**config.mk**
```make
export PLATFORM = sky130hd
export DESIGN_NAME = hms_set_ctrl
export DESIGN_NICKNAME = d
export VERILOG_FILES = /design/src/rtl/hms_pkg.sv /design/src/rtl/wrap_cnt.sv /design/src/rtl/hms_set_ctrl.sv
export SDC_FILE = /design/constraint.sdc
export NUM_CORES = 1
export LEC_CHECK = 0
export ABC_AREA = 1
export CORE_ASPECT_RATIO = 1.75
export CORE_UTILIZATION = 50
export CTS_BUF_LIST = sky130_fd_sc_hd__clkbuf_8
export CTS_CLUSTER_DIAMETER = 150
export DETAILED_ROUTE_END_ITERATION = 12
export PLACE_DENSITY = 0.86
export SETUP_SLACK_MARGIN = 0.3
export SLEW_MARGIN = 0
export SYNTH_ARGS = -nofsm -noshare
export SYNTH_HDL_FRONTEND = slang
export SYNTH_SLANG_ARGS = --single-unit
export TNS_END_PERCENT = 50
```
**constraint.sdc**
```tcl
create_clock -name clk -period 1.5 [get_ports clk]
set_input_delay 0.15 -clock clk [delete_from_list [all_inputs] [get_ports clk]]
set_output_delay 0.15 -clock clk [all_outputs]
set_load 0.01 [all_outputs]
```
**src/rtl/hms_pkg.sv**
```systemverilog
// hms_pkg: shared constants and helpers for the hour/minute/second
// time-set controller.
//   - Mode encodings: CLOCK -> SET_SEC -> SET_MIN -> SET_HOUR -> CLOCK.
//   - Field limits for seconds and minutes.
//   - Digit index constants for the six-digit display (bit0 = sec ones ..
//     bit5 = hour tens). The same order is used by the blank and dp masks.
package hms_pkg;

    localparam logic [1:0] MODE_CLOCK    = 2'd0;
    localparam logic [1:0] MODE_SET_SEC  = 2'd1;
    localparam logic [1:0] MODE_SET_MIN  = 2'd2;
    localparam logic [1:0] MODE_SET_HOUR = 2'd3;

    localparam logic [5:0] SEC_MAX = 6'd59;
    localparam logic [5:0] MIN_MAX = 6'd59;

    localparam int DIG_SEC1   = 0;
    localparam int DIG_SEC10  = 1;
    localparam int DIG_MIN1   = 2;
    localparam int DIG_MIN10  = 3;
    localparam int DIG_HOUR1  = 4;
    localparam int DIG_HOUR10 = 5;

    // The mode cycle is a plain 2-bit increment; SET_HOUR wraps to CLOCK.
    function automatic logic [1:0] next_mode(input logic [1:0] mode);
        return mode + 2'd1;
    endfunction

    // Digits belonging to the field being edited in a given mode.
    function automatic logic [5:0] field_mask(input logic [1:0] mode);
        logic [5:0] m;
        m = '0;
        case (mode)
            MODE_SET_SEC: begin
                m[DIG_SEC1]  = 1'b1;
                m[DIG_SEC10] = 1'b1;
            end
            MODE_SET_MIN: begin
                m[DIG_MIN1]  = 1'b1;
                m[DIG_MIN10] = 1'b1;
            end
            MODE_SET_HOUR: begin
                m[DIG_HOUR1]  = 1'b1;
                m[DIG_HOUR10] = 1'b1;
            end
            default: m = '0;
        endcase
        return m;
    endfunction

    // Separator dots sit after the hour-ones and minute-ones digits.
    function automatic logic [5:0] sep_dp(input logic t);
        logic [5:0] m;
        m = '0;
        m[DIG_HOUR1] = t;
        m[DIG_MIN1]  = t;
        return m;
    endfunction

endpackage

```
**src/rtl/wrap_cnt.sv**
```systemverilog
// wrap_cnt: 6-bit modulo counter used for the seconds, minutes and hours
// fields.
// Ports:
//   clk      in   system clock, rising edge
//   rst      in   asynchronous active-high reset, clears value to 0
//   i_inc    in   advance by one this cycle (MAX wraps to 0)
//   o_value  out  current count 0..MAX
//   o_carry  out  combinational: i_inc && value == MAX (feeds next field)
module wrap_cnt #(
    parameter logic [5:0] MAX = 6'd59
) (
    input  logic       clk,
    input  logic       rst,
    input  logic       i_inc,
    output logic [5:0] o_value,
    output logic       o_carry
);

    logic [5:0] r_value;

    always_ff @(posedge clk or posedge rst) begin
        if (rst) begin
            r_value <= '0;
        end else if (i_inc) begin
            r_value <= (r_value == MAX) ? 6'd0 : r_value + 6'd1;
        end
    end

    assign o_value = r_value;
    assign o_carry = i_inc && (r_value == MAX);

endmodule

```
**src/rtl/hms_set_ctrl.sv**
```systemverilog
// hms_set_ctrl: timekeeping and time-set controller for a six-digit clock.
// Owns the sec/min/hour registers, the mode FSM, the blink timer for the
// field being edited and the blinking separator dots.
// Optional build macro: HMS_AUTO_EXIT_EN (idle timeout back to CLOCK).
// Ports:
//   clk         in   system clock, rising edge
//   rst         in   asynchronous active-high reset
//   i_tick      in   1 Hz one-cycle pulse
//   i_btn_mode  in   one-cycle pulse, advances the mode FSM
//   i_btn_inc   in   one-cycle pulse, increments the selected field
//   o_sec/o_min/o_hour  out  current time fields
//   o_mode      out  FSM state: 0 CLOCK, 1 SET_SEC, 2 SET_MIN, 3 SET_HOUR
//   o_blank     out  per-digit blank mask (bit0 sec ones .. bit5 hour tens)
//   o_six_dp    out  per-digit decimal-point enables, same bit order
// All outputs are registered: a pulse in cycle N shows up in cycle N+1.
module hms_set_ctrl
    import hms_pkg::*;
#(
    parameter int HOUR_MAX        = 24,
    parameter int BLINK_HALF      = 12500000,
    parameter int AUTO_EXIT_TICKS = 10
) (
    input  logic       clk,
    input  logic       rst,
    input  logic       i_tick,
    input  logic       i_btn_mode,
    input  logic       i_btn_inc,
    output logic [5:0] o_sec,
    output logic [5:0] o_min,
    output logic [5:0] o_hour,
    output logic [1:0] o_mode,
    output logic [5:0] o_blank,
    output logic [5:0] o_six_dp
);

    localparam logic [5:0]         HOUR_TOP  = 6'(HOUR_MAX - 1);
    localparam int                 BLINK_W   = (BLINK_HALF > 1) ? $clog2(BLINK_HALF) : 1;
    localparam logic [BLINK_W-1:0] BLINK_TOP = BLINK_W'(BLINK_HALF - 1);

    logic [1:0]         r_mode;
    logic [BLINK_W-1:0] r_blink_cnt;
    logic               r_phase;
    logic               r_dp_tog;
    logic [5:0]         r_blank;
    logic [5:0]         r_six_dp;

    logic               w_is_clock;
    logic               w_inc_sel;
    logic               w_sec_inc;
    logic               w_min_inc;
    logic               w_hour_inc;
    logic               w_sec_carry;
    logic               w_min_carry;
    logic               w_unused_hour_carry;
    logic               w_auto_exit;
    logic [1:0]         w_mode_nxt;
    logic [BLINK_W-1:0] w_blink_cnt_nxt;
    logic               w_phase_nxt;
    logic               w_dp_tog_nxt;

    assign w_is_clock = (r_mode == MODE_CLOCK);
    // A mode press in the same cycle swallows the increment.
    assign w_inc_sel  = i_btn_inc && !i_btn_mode;

    // CLOCK: tick ripples through the carry chain. SET_*: only the edited
    // field sees the button, with no carry into its neighbour.
    assign w_sec_inc  = w_is_clock ? i_tick      : (w_inc_sel && (r_mode == MODE_SET_SEC));
    assign w_min_inc  = w_is_clock ? w_sec_carry : (w_inc_sel && (r_mode == MODE_SET_MIN));
    assign w_hour_inc = w_is_clock ? w_min_carry : (w_inc_sel && (r_mode == MODE_SET_HOUR));

    wrap_cnt #(.MAX(SEC_MAX)) u_sec (
        .clk     (clk),
        .rst     (rst),
        .i_inc   (w_sec_inc),
        .o_value (o_sec),
        .o_carry (w_sec_carry)
    );

    wrap_cnt #(.MAX(MIN_MAX)) u_min (
        .clk     (clk),
        .rst     (rst),
        .i_inc   (w_min_inc),
        .o_value (o_min),
        .o_carry (w_min_carry)
    );

    wrap_cnt #(.MAX(HOUR_TOP)) u_hour (
        .clk     (clk),
        .rst     (rst),
        .i_inc   (w_hour_inc),
        .o_value (o_hour),
        .o_carry (w_unused_hour_carry)
    );

`ifdef HMS_AUTO_EXIT_EN
    localparam int IDLE_W = (AUTO_EXIT_TICKS > 1) ? $clog2(AUTO_EXIT_TICKS + 1) : 1;

    logic [IDLE_W-1:0] r_idle;

    // Exit on the tick that brings the idle count to AUTO_EXIT_TICKS; a
    // tick that coincides with a button press is not counted.
    assign w_auto_exit = !w_is_clock && i_tick && !i_btn_inc && !i_btn_mode &&
                         (r_idle == IDLE_W'(AUTO_EXIT_TICKS - 1));

    always_ff @(posedge clk or posedge rst) begin
        if (rst) begin
            r_idle <= '0;
        end else if (w_is_clock || i_btn_mode || i_btn_inc || w_auto_exit) begin
            r_idle <= '0;
        end else if (i_tick) begin
            r_idle <= r_idle + 1'b1;
        end
    end
`else
    // The timeout length has no effect without the idle timer.
    localparam int unused_auto_exit_ticks = AUTO_EXIT_TICKS;

    assign w_auto_exit = 1'b0;
`endif

    always_comb begin
        w_mode_nxt      = r_mode;
        w_blink_cnt_nxt = r_blink_cnt + 1'b1;
        w_phase_nxt     = r_phase;
        w_dp_tog_nxt    = r_dp_tog ^ (w_is_clock && i_tick);

        if (i_btn_mode) begin
            w_mode_nxt = next_mode(r_mode);
        end else if (w_auto_exit) begin
            w_mode_nxt = MODE_CLOCK;
        end

        // Restart the blink on every mode change so the newly selected
        // field is shown (not blanked) right away.
        if (i_btn_mode || w_auto_exit) begin
            w_blink_cnt_nxt = '0;
            w_phase_nxt     = 1'b0;
        end else if (r_blink_cnt == BLINK_TOP) begin
            w_blink_cnt_nxt = '0;
            w_phase_nxt     = !r_phase;
        end
    end

    always_ff @(posedge clk or posedge rst) begin
        if (rst) begin
            r_mode      <= MODE_CLOCK;
            r_blink_cnt <= '0;
            r_phase     <= 1'b0;
            r_dp_tog    <= 1'b0;
            r_blank     <= '0;
            r_six_dp    <= '0;
        end else begin
            r_mode      <= w_mode_nxt;
            r_blink_cnt <= w_blink_cnt_nxt;
            r_phase     <= w_phase_nxt;
            r_dp_tog    <= w_dp_tog_nxt;
            // Masks are built from next-state values so they line up with
            // the mode register in the same cycle.
            r_blank     <= field_mask(w_mode_nxt) & {6{w_phase_nxt}};
            r_six_dp    <= (w_mode_nxt == MODE_CLOCK) ? sep_dp(w_dp_tog_nxt) : 6'd0;
        end
    end

    assign o_mode   = r_mode;
    assign o_blank  = r_blank;
    assign o_six_dp = r_six_dp;

endmodule
```
==> summary.txt <==
Status = finished, violations left
Failing checks = setup timing
Crit Reg-Reg Startpoint = u_sec.o_value[1]
Clk sinks = 50
Worst Skew = 0.0197 ns
Antenna Cells = 0
Die ar. = 6330 um2
Pin count of the biggest net entering global routing = 38
Slowest stage delay, CP = 0.49 ns
Remaining global-route overflow = 0
CP Cell Sequence = ha_4 -> nand2_4 -> nor2_4 -> nand4_4 -> inv_2 -> nand2_4 -> nand2_8 -> nand3_2 -> nand2_1
Max cap viols = 0
RR Endpoint = u_hour.o_value[3]
Cell Rows = 37
Reg-to-reg setup timing slack = -0.02 ns
Synthesized instance count = 391
DRT antenna net count = 0
Max VDD drop = 635 uV
Worst-path maximum fanout = 8
Pwr per Cell Area = 1340 nW/um2
Leading area contributor after synthesis = dfrtp_1
Level count of the clock H-tree = 2
Placed instance area = 3520 um2
Die Y = 104 um
Critical Path Start = u_sec.o_value[1]
Mean Syn Cell Area = 7.67 um2
Vias in the first global route = 2,891
Clock-pin slew on the worst setup and hold paths = 0.11 ns
PortBufs = 32
Post-synth top flop = dfrtp_1
RD Place Congestion = 0.947
Routed vias/inst = 5.44
Layout area overhead = 44.7%
Initial Util = 0.514
Commonest cells post-synth = nand2_1, nor2_1, dfrtp_1
RSZ-0062 raised after global routing = true
Setup ws final = -0.0227 ns
Core ar. = 5830 um2
Routed via count = 3,007
Final period utilization = 1.02
Seq cells post-synth = 50
Critical Path RT = 1.77 ns
Pleak = 2.18 nW
Clk_lat worst skew = 0.32 ns
Top Ports = 37
Warnings from Yosys = 0
Final Max Slew Viols = 0
CTS tree = yes
Ranking of synthesized cells by area = dfrtp_1, nand2_1, nor2_1
FMAX = 0.657 GHz
GRT Total Usage = 0.258
CP most frequent cell = nand2_4
Setup WS pre-CTS = 0.0135 ns
Seq/Total Area, Yosys = 0.417
Max stage delay cell, worst path = dfrtp_1
TritonCTS buffer count = 5
Hpwl dp = 5.00 mm
Count leader, synth = nand2_1
Final hold violations = 0
Final Setup Violations = 3
Initial DRC count = 233
Die width = 60.6 um
Clk root buf = clkbuf_8
Critical path capture point type = flip-flop
Initial antenna violation count = 0
Min Tclk post-route = 1.52 ns
Drt drc = 0
Critical path arrival = 1.79 ns
Global-route wire length before repair = 12.4 mm
Area of the mapped netlist = 3000 um2
Routed length per instance = 16.9 um
CP Class = flip-flop to flip-flop
Crit path to = u_hour.o_value[3]
Share of cells above drive strength 1 = 0.377
Reg2Reg Depth = 9
DR pass1 iterations = 5
Min-delay worst type = input port to asynchronous set/reset pin
Startpoint Class = flip-flop
Async set-reset flop share out of synthesis = 1.00
Yosys cell types = 31
WL final = 9.36 mm
Clock tree buffer depth = 2
Finished Cell Area = 4340 um2
Layout net count = 487
Post-synth EDFFs = 0
Top cell type's share of synthesized area = 0.417
[metal layers]
layer / up-vias / GRT usage / wire length, um
met3: 33 / 0.0473 / 311
met1: 1485 / 0.255 / 3320
met4: 0 / 0.102 / 404
met2: 91 / 0.491 / 5320
met5: - / 0 / 0
li1: 1398 / - / -
[critical path, delay by kind of cell (launching register included)]
| family | cells | cell delay (ns) |
|---|---|---|
| adders and majority gates | 1 | 0.20 |
| buffers and inverters | 1 | 0.12 |
| DFF | 1 | 0.49 |
| and+or+nand+nor | 7 | 0.66 |
[flip-flops by register name, indices dropped and copies added (netlist names)]
signal and flops:
r_blink_cnt 24, u_hour.o_value 6, u_min.o_value 6, u_sec.o_value 6
o_blank 3, o_mode 2, o_six_dp 1, r_dp_tog 1
r_phase 1
[final cells by class]
class	count	area, um2
Clock inverter	3	23.8
Timing Repair Buffer	84	796
Inverter	50	204
Clock buffer	5	68.8
Fill cell	386	1490
Tap cell	78	97.6
Multi-Input combinational cell	283	1890
Sequential cell	50	1260
[power by group]
| group | switching, mW | internal (mW) | total, mW | leakage, nW |
|---|---|---|---|---|
| Sequential | 0.265 | 1.62 | 1.89 | 0.643 |
| Combinational | 1.62 | 1.45 | 3.08 | 1.50 |
| Clock | 0.510 | 0.335 | 0.845 | 0.0408 |
[through the flow]
stage / setup TNS [ns] / instances / util / power [mW] / hold WS, ns
detailed placement: 0 / 507 / 0.604 / 3.67 / 0.454
global placement: 0 / 507 / 0.604 / 3.61 / 0.454
CTS: 0 / 541 / 0.671 / 4.92 / 0.149
finish: -0.0447 / 553 / 0.744 / 5.81 / 0.146
floorplan: 0 / 394 / - / 2.91 / 0.192
global route: -0.975 / 553 / 0.744 / 6.07 / 0.189
[timing repair]
action	CTS	global route
hold buffers	0	0
resized for setup	56	103
setup buffers	25	12
endpoints found under the setup margin	74	65
gates cloned	1	0
hold endpoints to repair	0	0
pin swaps	5	31
[layout by cell type, fill, tap and decap left out, types with 3 or more instances in the layout]
cell type	n
nor2_4	10
a31oi_1	3
nor3_1	4
clkdlybuf4s50_1	4
clkbuf_8	5
nand3_1	23
o21ai_2	6
nand3_2	9
inv_2	7
dfrtp_1	40
nand2_1	56
ha_4	4
dfrtp_2	10
dlygate4sd2_1	9
nand2_2	23
buf_4	40
clkinvlp_4	3
inv_1	39
xor2_1	11
nand3_4	4
o21ai_1	3
nor2_1	61
dlymetal6s2s_1	12
buf_6	13
nand2_4	12
nor2_2	9
conb_1	4
nand4_1	17
[how the worst min path moves through the flow]
stage,start,to,slack (ns),depth (start not counted)
final,rst,u_min.o_value[1],0.15,2
after global routing,rst,u_min.o_value[1],0.19,2
after CTS,rst,u_min.o_value[1],0.15,2
after detailed placement,r_dp_tog,r_dp_tog,0.45,1
after global placement,r_dp_tog,r_dp_tog,0.45,1
after floorplan,rst,o_blank[1],0.19,1
[kinds of logic after synthesis]
logic type	count (synthesis)	share of synthesized area
XOR/XNOR	15	0.0438
flip-flops	50	0.417
adder cells (fa/ha/maj)	8	0.0334
other	1	0.00125
multiplexers	1	0.00375
AND/OR/NAND/NOR	238	0.382
AO/OA/AOI/OAI	17	0.0304
buffers and inverters	61	0.0880
Power figures use the tool's default switching activity.
